--- config.mk ---
export PLATFORM = sky130hd
export DESIGN_NAME = router_pe_in_port_flat
export DESIGN_NICKNAME = d
export VERILOG_FILES = /design/src/rtl/ring_pkg.sv /design/src/rtl/router_pe_in_port_if.sv /design/src/rtl/vc_slot.sv /design/src/rtl/router_pe_in_port.sv /design/src/flat_wrapper.sv
export SDC_FILE = /design/constraint.sdc
export NUM_CORES = 1
export LEC_CHECK = 0
export CAP_MARGIN = 10
export CELL_PAD_IN_SITES_DETAIL_PLACEMENT = 0
export CELL_PAD_IN_SITES_GLOBAL_PLACEMENT = 1
export CORE_MARGIN = 8
export CORE_UTILIZATION = 52
export DETAILED_ROUTE_END_ITERATION = 8
export DONT_BUFFER_PORTS = 1
export PLACE_DENSITY = 0.84
export SETUP_SLACK_MARGIN = 0.15
export SLEW_MARGIN = 5
export SYNTH_ARGS = -nofsm -noshare
export SYNTH_HDL_FRONTEND = slang
export SYNTH_HIERARCHICAL = 1
export SYNTH_SLANG_ARGS = --single-unit
--- constraint.sdc ---
create_clock -name clk -period 2.95 [get_ports clk]
set_clock_uncertainty 0.15 [all_clocks]
set_input_delay 0.59 -clock clk [delete_from_list [all_inputs] [get_ports clk]]
set_output_delay 0.59 -clock clk [all_outputs]
set_load 0.01 [all_outputs]
--- src/rtl/ring_pkg.sv ---
// Shared ring definitions: flit field positions, direction encodings and the
// saturating hop decrement applied when a flit leaves a router input port.
package ring_pkg;

  localparam int unsigned FLIT_W  = 64;
  localparam int unsigned VC_BIT  = 63;
  localparam int unsigned DIR_BIT = 62;
  localparam int unsigned HOP_HI  = 55;
  localparam int unsigned HOP_LO  = 48;

  localparam logic DIR_CW  = 1'b0;
  localparam logic DIR_CCW = 1'b1;

  typedef enum logic {
    SlotEmpty = 1'b0,
    SlotFull  = 1'b1
  } slot_state_e;

  // Hop count never wraps below zero.
  function automatic logic [7:0] hop_dec(input logic [7:0] hop);
    return (hop == 8'd0) ? 8'd0 : hop - 8'd1;
  endfunction

endpackage

--- src/rtl/router_pe_in_port_if.sv ---
// Link and switch handshake bundle of the router PE input port.
//   pe_si/pe_ri/pe_di : NIC -> router link (send strobe, ready, flit)
//   req_cw/req_ccw    : requests to the cw/ccw output arbiters
//   out_gnt/out_data  : grant for the asserted request, flit offered to switch
// master = NIC/switch side, slave = input port.
interface router_pe_in_port_if
  import ring_pkg::*;
#(
  parameter int unsigned DW = FLIT_W
) ();

  logic          pe_si;
  logic          pe_ri;
  logic [DW-1:0] pe_di;
  logic          req_cw;
  logic          req_ccw;
  logic          out_gnt;
  logic [DW-1:0] out_data;

  modport master (
    output pe_si, pe_di, out_gnt,
    input  pe_ri, req_cw, req_ccw, out_data
  );

  modport slave (
    input  pe_si, pe_di, out_gnt,
    output pe_ri, req_cw, req_ccw, out_data
  );

endinterface

--- src/rtl/vc_slot.sv ---
// One-entry flit buffer with an EMPTY/FULL state bit.
//   clk, reset : clock, asynchronous active-low reset
//   wr_en      : store wr_data and mark FULL
//   rd_en      : mark EMPTY (entry consumed)
//   full       : entry holds a valid flit
//   data       : stored flit
module vc_slot
  import ring_pkg::*;
#(
  parameter int unsigned DW = FLIT_W
) (
  input  logic          clk,
  input  logic          reset,
  input  logic          wr_en,
  input  logic [DW-1:0] wr_data,
  input  logic          rd_en,
  output logic          full,
  output logic [DW-1:0] data
);

  slot_state_e   state_q, state_d;
  logic [DW-1:0] data_q, data_d;

  always_ff @(posedge clk or negedge reset) begin
    if (!reset) begin
      state_q <= SlotEmpty;
      data_q  <= '0;
    end else begin
      state_q <= state_d;
      data_q  <= data_d;
    end
  end

  // Write and read never target the same slot in one cycle (polarity
  // separates them); write takes precedence defensively.
  always_comb begin
    state_d = state_q;
    data_d  = data_q;
    unique case (state_q)
      SlotEmpty: begin
        if (wr_en) begin
          state_d = SlotFull;
          data_d  = wr_data;
        end
      end
      SlotFull: begin
        if (wr_en) begin
          data_d = wr_data;
        end else if (rd_en) begin
          state_d = SlotEmpty;
        end
      end
      default: state_d = SlotEmpty;
    endcase
  end

  assign full = (state_q == SlotFull);
  assign data = data_q;

endmodule

--- src/rtl/router_pe_in_port.sv ---
// Router input port terminating the NIC link. One flit buffer per VC; the
// link fills VC `polarity` while the switch drains the other VC, so fill and
// drain never collide. Dispatched flits are routed by their dir bit and
// leave with the hop count decremented (saturating at zero).
//   clk, reset : clock, asynchronous active-low reset
//   polarity   : router-wide phase bit, toggles every cycle
//   bus        : link + switch handshake (slave side)
//   vc_err     : sticky, a flit arrived whose VC bit differed from polarity
//   flit_cnt   : wrapping count of accepted flits
module router_pe_in_port
  import ring_pkg::*;
#(
  parameter int unsigned DW = FLIT_W
) (
  input  logic                clk,
  input  logic                reset,
  input  logic                polarity,
  router_pe_in_port_if.slave  bus,
  output logic                vc_err,
  output logic [15:0]         flit_cnt
);

  logic          pe_ri;
  logic          accept;
  logic [1:0]    wr_en;
  logic [1:0]    rd_en;
  logic [1:0]    full;
  logic [1:0]    elig;
  logic [DW-1:0] slot_data [2];
  logic [DW-1:0] sel_flit;
  logic [DW-1:0] out_flit;

  logic          vc_err_q, vc_err_d;
  logic [15:0]   flit_cnt_q, flit_cnt_d;

  vc_slot #(
    .DW (DW)
  ) u_slot0 (
    .clk     (clk),
    .reset   (reset),
    .wr_en   (wr_en[0]),
    .wr_data (bus.pe_di),
    .rd_en   (rd_en[0]),
    .full    (full[0]),
    .data    (slot_data[0])
  );

  vc_slot #(
    .DW (DW)
  ) u_slot1 (
    .clk     (clk),
    .reset   (reset),
    .wr_en   (wr_en[1]),
    .wr_data (bus.pe_di),
    .rd_en   (rd_en[1]),
    .full    (full[1]),
    .data    (slot_data[1])
  );

  always_comb begin
    pe_ri  = ~full[polarity];
    accept = bus.pe_si & pe_ri;
    wr_en  = {accept & polarity, accept & ~polarity};

    // A VC may only dispatch in the phase opposite its own number, so at
    // most one VC is eligible and no arbitration is needed.
    elig   = {full[1] & ~polarity, full[0] & polarity};

    sel_flit = '0;
    if (elig[0]) begin
      sel_flit = slot_data[0];
    end else if (elig[1]) begin
      sel_flit = slot_data[1];
    end

    out_flit                = sel_flit;
    out_flit[HOP_HI:HOP_LO] = hop_dec(sel_flit[HOP_HI:HOP_LO]);

    rd_en = elig & {2{bus.out_gnt}};
  end

  assign bus.pe_ri    = pe_ri;
  assign bus.req_cw   = (|elig) & (sel_flit[DIR_BIT] == DIR_CW);
  assign bus.req_ccw  = (|elig) & (sel_flit[DIR_BIT] == DIR_CCW);
  assign bus.out_data = out_flit;

  always_comb begin
    vc_err_d   = vc_err_q;
    flit_cnt_d = flit_cnt_q;
    if (accept) begin
      flit_cnt_d = flit_cnt_q + 16'd1;
      if (bus.pe_di[VC_BIT] != polarity) begin
        vc_err_d = 1'b1;
      end
    end
  end

  always_ff @(posedge clk or negedge reset) begin
    if (!reset) begin
      vc_err_q   <= 1'b0;
      flit_cnt_q <= '0;
    end else begin
      vc_err_q   <= vc_err_d;
      flit_cnt_q <= flit_cnt_d;
    end
  end

  assign vc_err   = vc_err_q;
  assign flit_cnt = flit_cnt_q;

endmodule

--- src/flat_wrapper.sv ---
// flat-port wrapper written by rule: the top's interface ports become plain ports
module router_pe_in_port_flat import ring_pkg::*;
#(
  parameter int unsigned DW = FLIT_W
)
  (clk, reset, polarity, vc_err, flit_cnt, bus_pe_si, bus_pe_di, bus_out_gnt, bus_pe_ri, bus_req_cw, bus_req_ccw, bus_out_data);
  router_pe_in_port_if #(.DW(DW)) bus_i ();
  input  logic clk;
  input  logic reset;
  input  logic polarity;
  output logic vc_err;
  output logic [15:0] flit_cnt;
  input wire logic [$bits(bus_i.pe_si)-1:0] bus_pe_si;
  input wire logic [$bits(bus_i.pe_di)-1:0] bus_pe_di;
  input wire logic [$bits(bus_i.out_gnt)-1:0] bus_out_gnt;
  output wire logic [$bits(bus_i.pe_ri)-1:0] bus_pe_ri;
  output wire logic [$bits(bus_i.req_cw)-1:0] bus_req_cw;
  output wire logic [$bits(bus_i.req_ccw)-1:0] bus_req_ccw;
  output wire logic [$bits(bus_i.out_data)-1:0] bus_out_data;
  assign bus_i.pe_si = bus_pe_si;
  assign bus_i.pe_di = bus_pe_di;
  assign bus_i.out_gnt = bus_out_gnt;
  assign bus_pe_ri = bus_i.pe_ri;
  assign bus_req_cw = bus_i.req_cw;
  assign bus_req_ccw = bus_i.req_ccw;
  assign bus_out_data = bus_i.out_data;
  router_pe_in_port #(.DW(DW)) u_core (.clk(clk), .reset(reset), .polarity(polarity), .bus(bus_i), .vc_err(vc_err), .flit_cnt(flit_cnt));
endmodule
; Word-level counts from Yosys, hierarchy flattened
; Cells that the tools add are included.
[classes]
addsub = 2
mul = 0
div = 0
n_lt_le_gt_ge = 1
n_eq_ne = 1
shift = 0
muxes = 15
bitwise_logic = 13
reduce_logical = 3
[ops]
columns = operator, n
row1 = two-way mux 64 bit, 4
row2 = adder 16 x 1 -> 16 bit (second input constant), 1
row3 = zero test 8 bit, 1
row4 = two-way mux 1 bit, 8
row5 = two-way mux 8 bit, 1
row6 = subtractor 8 x 1 -> 8 bit (second input constant), 1
row7 = bitwise AND 1 bit, 7
row8 = NOT 1 bit, 5
row9 = case mux 1 bit (2 select lines), 2
row10 = bitwise AND 2 bit, 1
row11 = < comparator 1 x 2 -> 1 bit (second input constant), 1
row12 = AND reduction 2 bit, 1
row13 = OR reduction 2 bit, 1
row14 = != test 1 bit, 1
[word_totals]
register_bits = 147
latch_bits = 0
ramBits = 0
mem_bits_ro = 0
in_bits = 69
output_inout_bits = 84
word_cells = 41
n_memories = 0

; Depth between registers and ports, before layout
[depth]
word_depth = 7
ltp_mapped = 9
mapped_depth_nobuf = 6

; Hierarchy
; The synthesis kept the hierarchy.
[by_module_without_submodules]
columns = module, instances, cells_each, area_per_inst_um2, seq_area_each_um2
row1 = vc_slot, 2, 138, 2615.0, 1626.6
row2 = router_pe_in_port, 1, 187, 1664.1, 425.4

; Worst setup path before layout
; OpenSTA, ideal clock, no wires.
[synth_timing]
kind = input-to-output
startpoint = input polarity
endpoint = output bus_out_data[52]
arrival_time_ps = 2031
required_ps = 2210
slack_ps = 179
cell_stages = 9
path_buffers = 3
cell_sequence = and2_1 > buf_2 > buf_2 > buf_2 > a22oi_1 > ha_1 > nand3_1 > xnor2_1 > nor2_1
[synth_between]
elab_chain_len = 6
elab_cells_between_ends = 8
classes_between = add/sub (1) / mux (3) / bitwise (3) / reduce/logical (1)
[synth_rtl]
columns = element, line_no
row1 = "start, declared", flat_wrapper.sv:10  ; input logic polarity;
row2 = NOT 1 bit, router_pe_in_port.sv:67  ; elig = {full[1] & ~polarity, full[0] & polarity};
row3 = bitwise AND 1 bit, router_pe_in_port.sv:67
row4 = two-way mux 64 bit, router_pe_in_port.sv:72  ; end else if (elig[1]) begin
row5 = two-way mux 64 bit *, router_pe_in_port.sv:70  ; if (elig[0]) begin
row6 = subtractor 8 x 1 -> 8 bit / zero test 8 bit (equally long branches), ring_pkg.sv:21  ; return (hop == 8'd0) ? 8'd0 : hop - 8'd1;
row7 = two-way mux 8 bit *, ring_pkg.sv:21
row8 = "end, declared", flat_wrapper.sv:19  ; output wire logic [$bits(bus_i.out_data)-1:0] bus_out_data;
; Every way passes the cells marked *; elsewhere a longest branch is shown, timed or not.

; Final worst setup path
[layout_timing]
startpoint = register u_core.u_slot1.state_q, in the netlist u_core/u_slot1/full
endpoint = output bus_out_data[52]
[layout_between]
elab_chain_len = 5
elab_cells_between_ends = 6
classes_between = add/sub (1) / mux (3) / bitwise (1) / reduce/logical (1)
[layout_rtl]
columns = element, line_no
row1 = "start, declared", vc_slot.sv:21  ; slot_state_e state_q, state_d;
row2 = "start signal, assigned", vc_slot.sv:26  ; state_q <= SlotEmpty;
row3 = "start signal, assigned", vc_slot.sv:29  ; state_q <= state_d;
row4 = bitwise AND 1 bit *, router_pe_in_port.sv:67
row5 = two-way mux 64 bit *, router_pe_in_port.sv:72
row6 = two-way mux 64 bit *, router_pe_in_port.sv:70
row7 = subtractor 8 x 1 -> 8 bit / zero test 8 bit (equally long branches), ring_pkg.sv:21
row8 = two-way mux 8 bit *, ring_pkg.sv:21
; Marked as above.

==> impl_metrics.json <==
{
  "ir_worst_vdd_mv": 0.4383,
  "synth_edf_count": 0,
  "grtUsageMet3_pct": 7.317,
  "period_share_pct": 95.07,
  "drv_cap": 0,
  "tns_ns": 0,
  "insertion_delay_ns": 0.42,
  "max_freq_ghz": 0.3566,
  "hold_violations": 147,
  "rows": 42,
  "fp.dieW_um": 131.1,
  "io_pins": 153,
  "p_leak_nw": 3.497,
  "synth.largest_area_cell": "dfrtp_1",
  "syn-mean-instance-area_sq_um": 14.89,
  "cts_root_buf": "clkbuf_16",
  "drt-wirelength-per-cell_um": 23.49,
  "synth-main-ff-cell": "dfrtp_1",
  "wirelength_um": 15620,
  "synth_cell_types": 39,
  "instances_no_fill": 665,
  "io_buffer_count": 0,
  "grt-busiest-layer": "met2",
  "final_common_cell": "dfrtp_1",
  "drive_gt1_share_pct": 42.74,
  "htree_levels": 4,
  "drt_pass1_iterations": 4,
  "grt_pass1_wl_um": 25070,
  "via_count": 3927,
  "grt_util_met2_pct": 29.24,
  "antenna_found_initial": 0,
  "postSynthNetCount": 535,
  "dieHeight_um": 131.1,
  "drt_iter0_drc": 260,
  "powerDensity_mw_per_mm2": 1185,
  "grt_pass1_vias": 4333,
  "grt_setup_unrepaired": "true",
  "cts.sinks": 147,
  "status": "finished, violations left",
  "grt_usage_pct": 18.50,
  "slew_headroom_pct": 70.05,
  "die_area_sq_mm": 0.01720,
  "crit_required_ns": 2.21,
  "ys_seq_area_share_pct": 53.36,
  "syn_inst": 463,
  "setup_slack_ns": 0.1456,
  "fin_crit_ns": 2.804,
  "synth_area_leaders": "dfrtp_1 53%, mux2_4 21%, a22o_1 7.2%",
  "grt_overflow": 0,
  "hpwlAfterDp_um": 10100,
  "clockBufferDepth": 2,
  "dp_cells": 626,
  "setup_viol": 0,
  "ys_warn_count": 6,
  "min_path_type": "primary input to asynchronous set/reset pin",
  "nNetsFinal": 548,
  "slew_viol_final": 0,
  "met1_usage_pct": 21.46,
  "ys_ff_latch": 147,
  "r2r_cells": 6,
  "numCtsBuffers": 17,
  "core_area_sq_mm": 0.01309,
  "violations": "hold timing",
  "r2r_slack_ns": 0.72,
  "pre_cts_slack_ns": 0.3130,
  "r2r_start": "u_core/u_slot1/full$_DFF_PN0_",
  "routed_via_density": 5.905,
  "cp.arrival_ns": 2.06,
  "startpoint_type": "flip-flop",
  "endpoint_kind": "output pin",
  "grt_start_max_net_pins": 148,
  "fillers": 982,
  "cts_tree": "done",
  "finalHoldWorstSlack_ns": -0.2885,
  "drc": 0,
  "synth.top_cell.area_share_pct": 53.36,
  "synthArstFlopShare_pct": 100.0,
  "final_cell_mix": "146 x dfrtp_1, 98 x mux2_4, 57 x a22o_1",
  "gp_congestion": 0.7757,
  "area_growth_pct": 13.39,
  "worstPathMaxFanout": 10,
  "reg2reg_to": "u_core/flit_cnt[13]$_DFFE_PN0P_",
  "initial_utilization_pct": 52.69,
  "final_util_pct": 59.74,
  "worst_slew_pin_slew_ns": 0.4406,
  "clk_pin_slew_ns": 0.06,
  "setup.worst_path.class": "flip-flop to output pin",
  "antennaDiodeCount": 0,
  "netlist_area_sq_mm": 0.006894,
  "ant_nets": 0
}
==> kinds of logic (layout without fill, tap and decap cells) <==
kind of cell | Yosys count | count (layout) | share of synthesized area [%]
flops | 147 | 147 | 53.36
xor+xnor | 17 | 17 | 2.269
buf+inv | 34 | 60 | 3.376
compound gates | 73 | 73 | 8.820
fa+ha+maj | 3 | 3 | 0.5445
mux | 134 | 134 | 27.19
simple gates | 55 | 55 | 4.447
==> registers in the layout, summed over array words and instances, names as in the netlist <==
| register | count |
|---|---|
| u_core/u_slot1/data | 64 |
| u_core/vc_err | 1 |
| u_core/u_slot1/full | 1 |
| u_core/u_slot0/full | 1 |
| u_core/flit_cnt | 16 |
| u_core/u_slot0/data | 64 |
==> cell type report <==
cell class                      count  area (sq um)  area share, %
Sequential cell                   147          3680          47.07
Multi-Input combinational cell    282          3055          39.08
Clock buffer                       22         474.2          6.066
Timing Repair Buffer               24         242.7          3.105
Tap cell                          176         220.2          2.817
Clock inverter                     10         130.1          1.665
Inverter                            4         15.01         0.1921
==> stage by stage <==
step	area [sq um]	hold slack [ns]	total power [mW]
floorplan	6894	0.1444	6.090
global placement	7079	0.1497	6.790
detailed placement	7079	0.1498	6.920
CTS	7777	-0.3046	9.270
global route	7818	-0.3088	9.759
finish	7818	-0.2885	9.267
==> Yosys cell counts (all sizes together), types with 4 or more instances <==
library cell,count
nand4,4
mux2,129
buf,27
dfrtp,147
xnor2,9
xor2,8
a22oi,8
mux2i,5
nand3,10
nand2b,4
inv,4
a22o,57
nor2,14
nand2,10
==> worst max-delay path: stages, from the launching register on <==
cell and delay, ns:
dfrtp_1 0.38, nor2b_4 0.14, buf_12 0.14, a22oi_2 0.24, and4_4 0.27, and4_4 0.27, nor2_1 0.06, buf_4 0.14
==> per-layer routing <==
metal / wire, um / vias to the layer above / share of wire (%)
met3: 1228 / 28 / 7.9
met2: 7657 / 126 / 49
met5: 0 / - / 0
met1: 6326 / 2064 / 41
met4: 406 / 0 / 2.6
li1: - / 1709 / -
==> worst max path at each step <==
stage                                  startpoint                to  slack, ns  cells after the start
floorplan                                polarity  bus_out_data[52]       0.18                      9
global placement                         polarity  bus_out_data[48]       0.34                      6
detailed placement                       polarity  bus_out_data[48]       0.31                      6
CTS                 u_core/u_slot1/full$_DFF_PN0_  bus_out_data[48]       0.15                      7
global route        u_core/u_slot1/full$_DFF_PN0_  bus_out_data[53]       0.08                      8
finish              u_core/u_slot1/full$_DFF_PN0_  bus_out_data[52]       0.15                      7
==> timing repair <==
item	in CTS	in global routing
endpoints found under the hold margin	147	147
gates resized for setup	9	9
gates cloned	0	0
endpoints found under the setup margin	9	9
setup buffers	6	1
pin swaps	2	3
==> power by group <==
| part | switching, mW | leakage, nW | internal [mW] |
|---|---|---|---|
| Clock | 0.796 | 0.296 | 1.39 |
| Sequential | 0.676 | 1.74 | 2.99 |
| Combinational | 1.45 | 1.46 | 1.97 |
| Total | 2.93 | 3.50 | 6.34 |
Power figures use the tool's default switching activity.
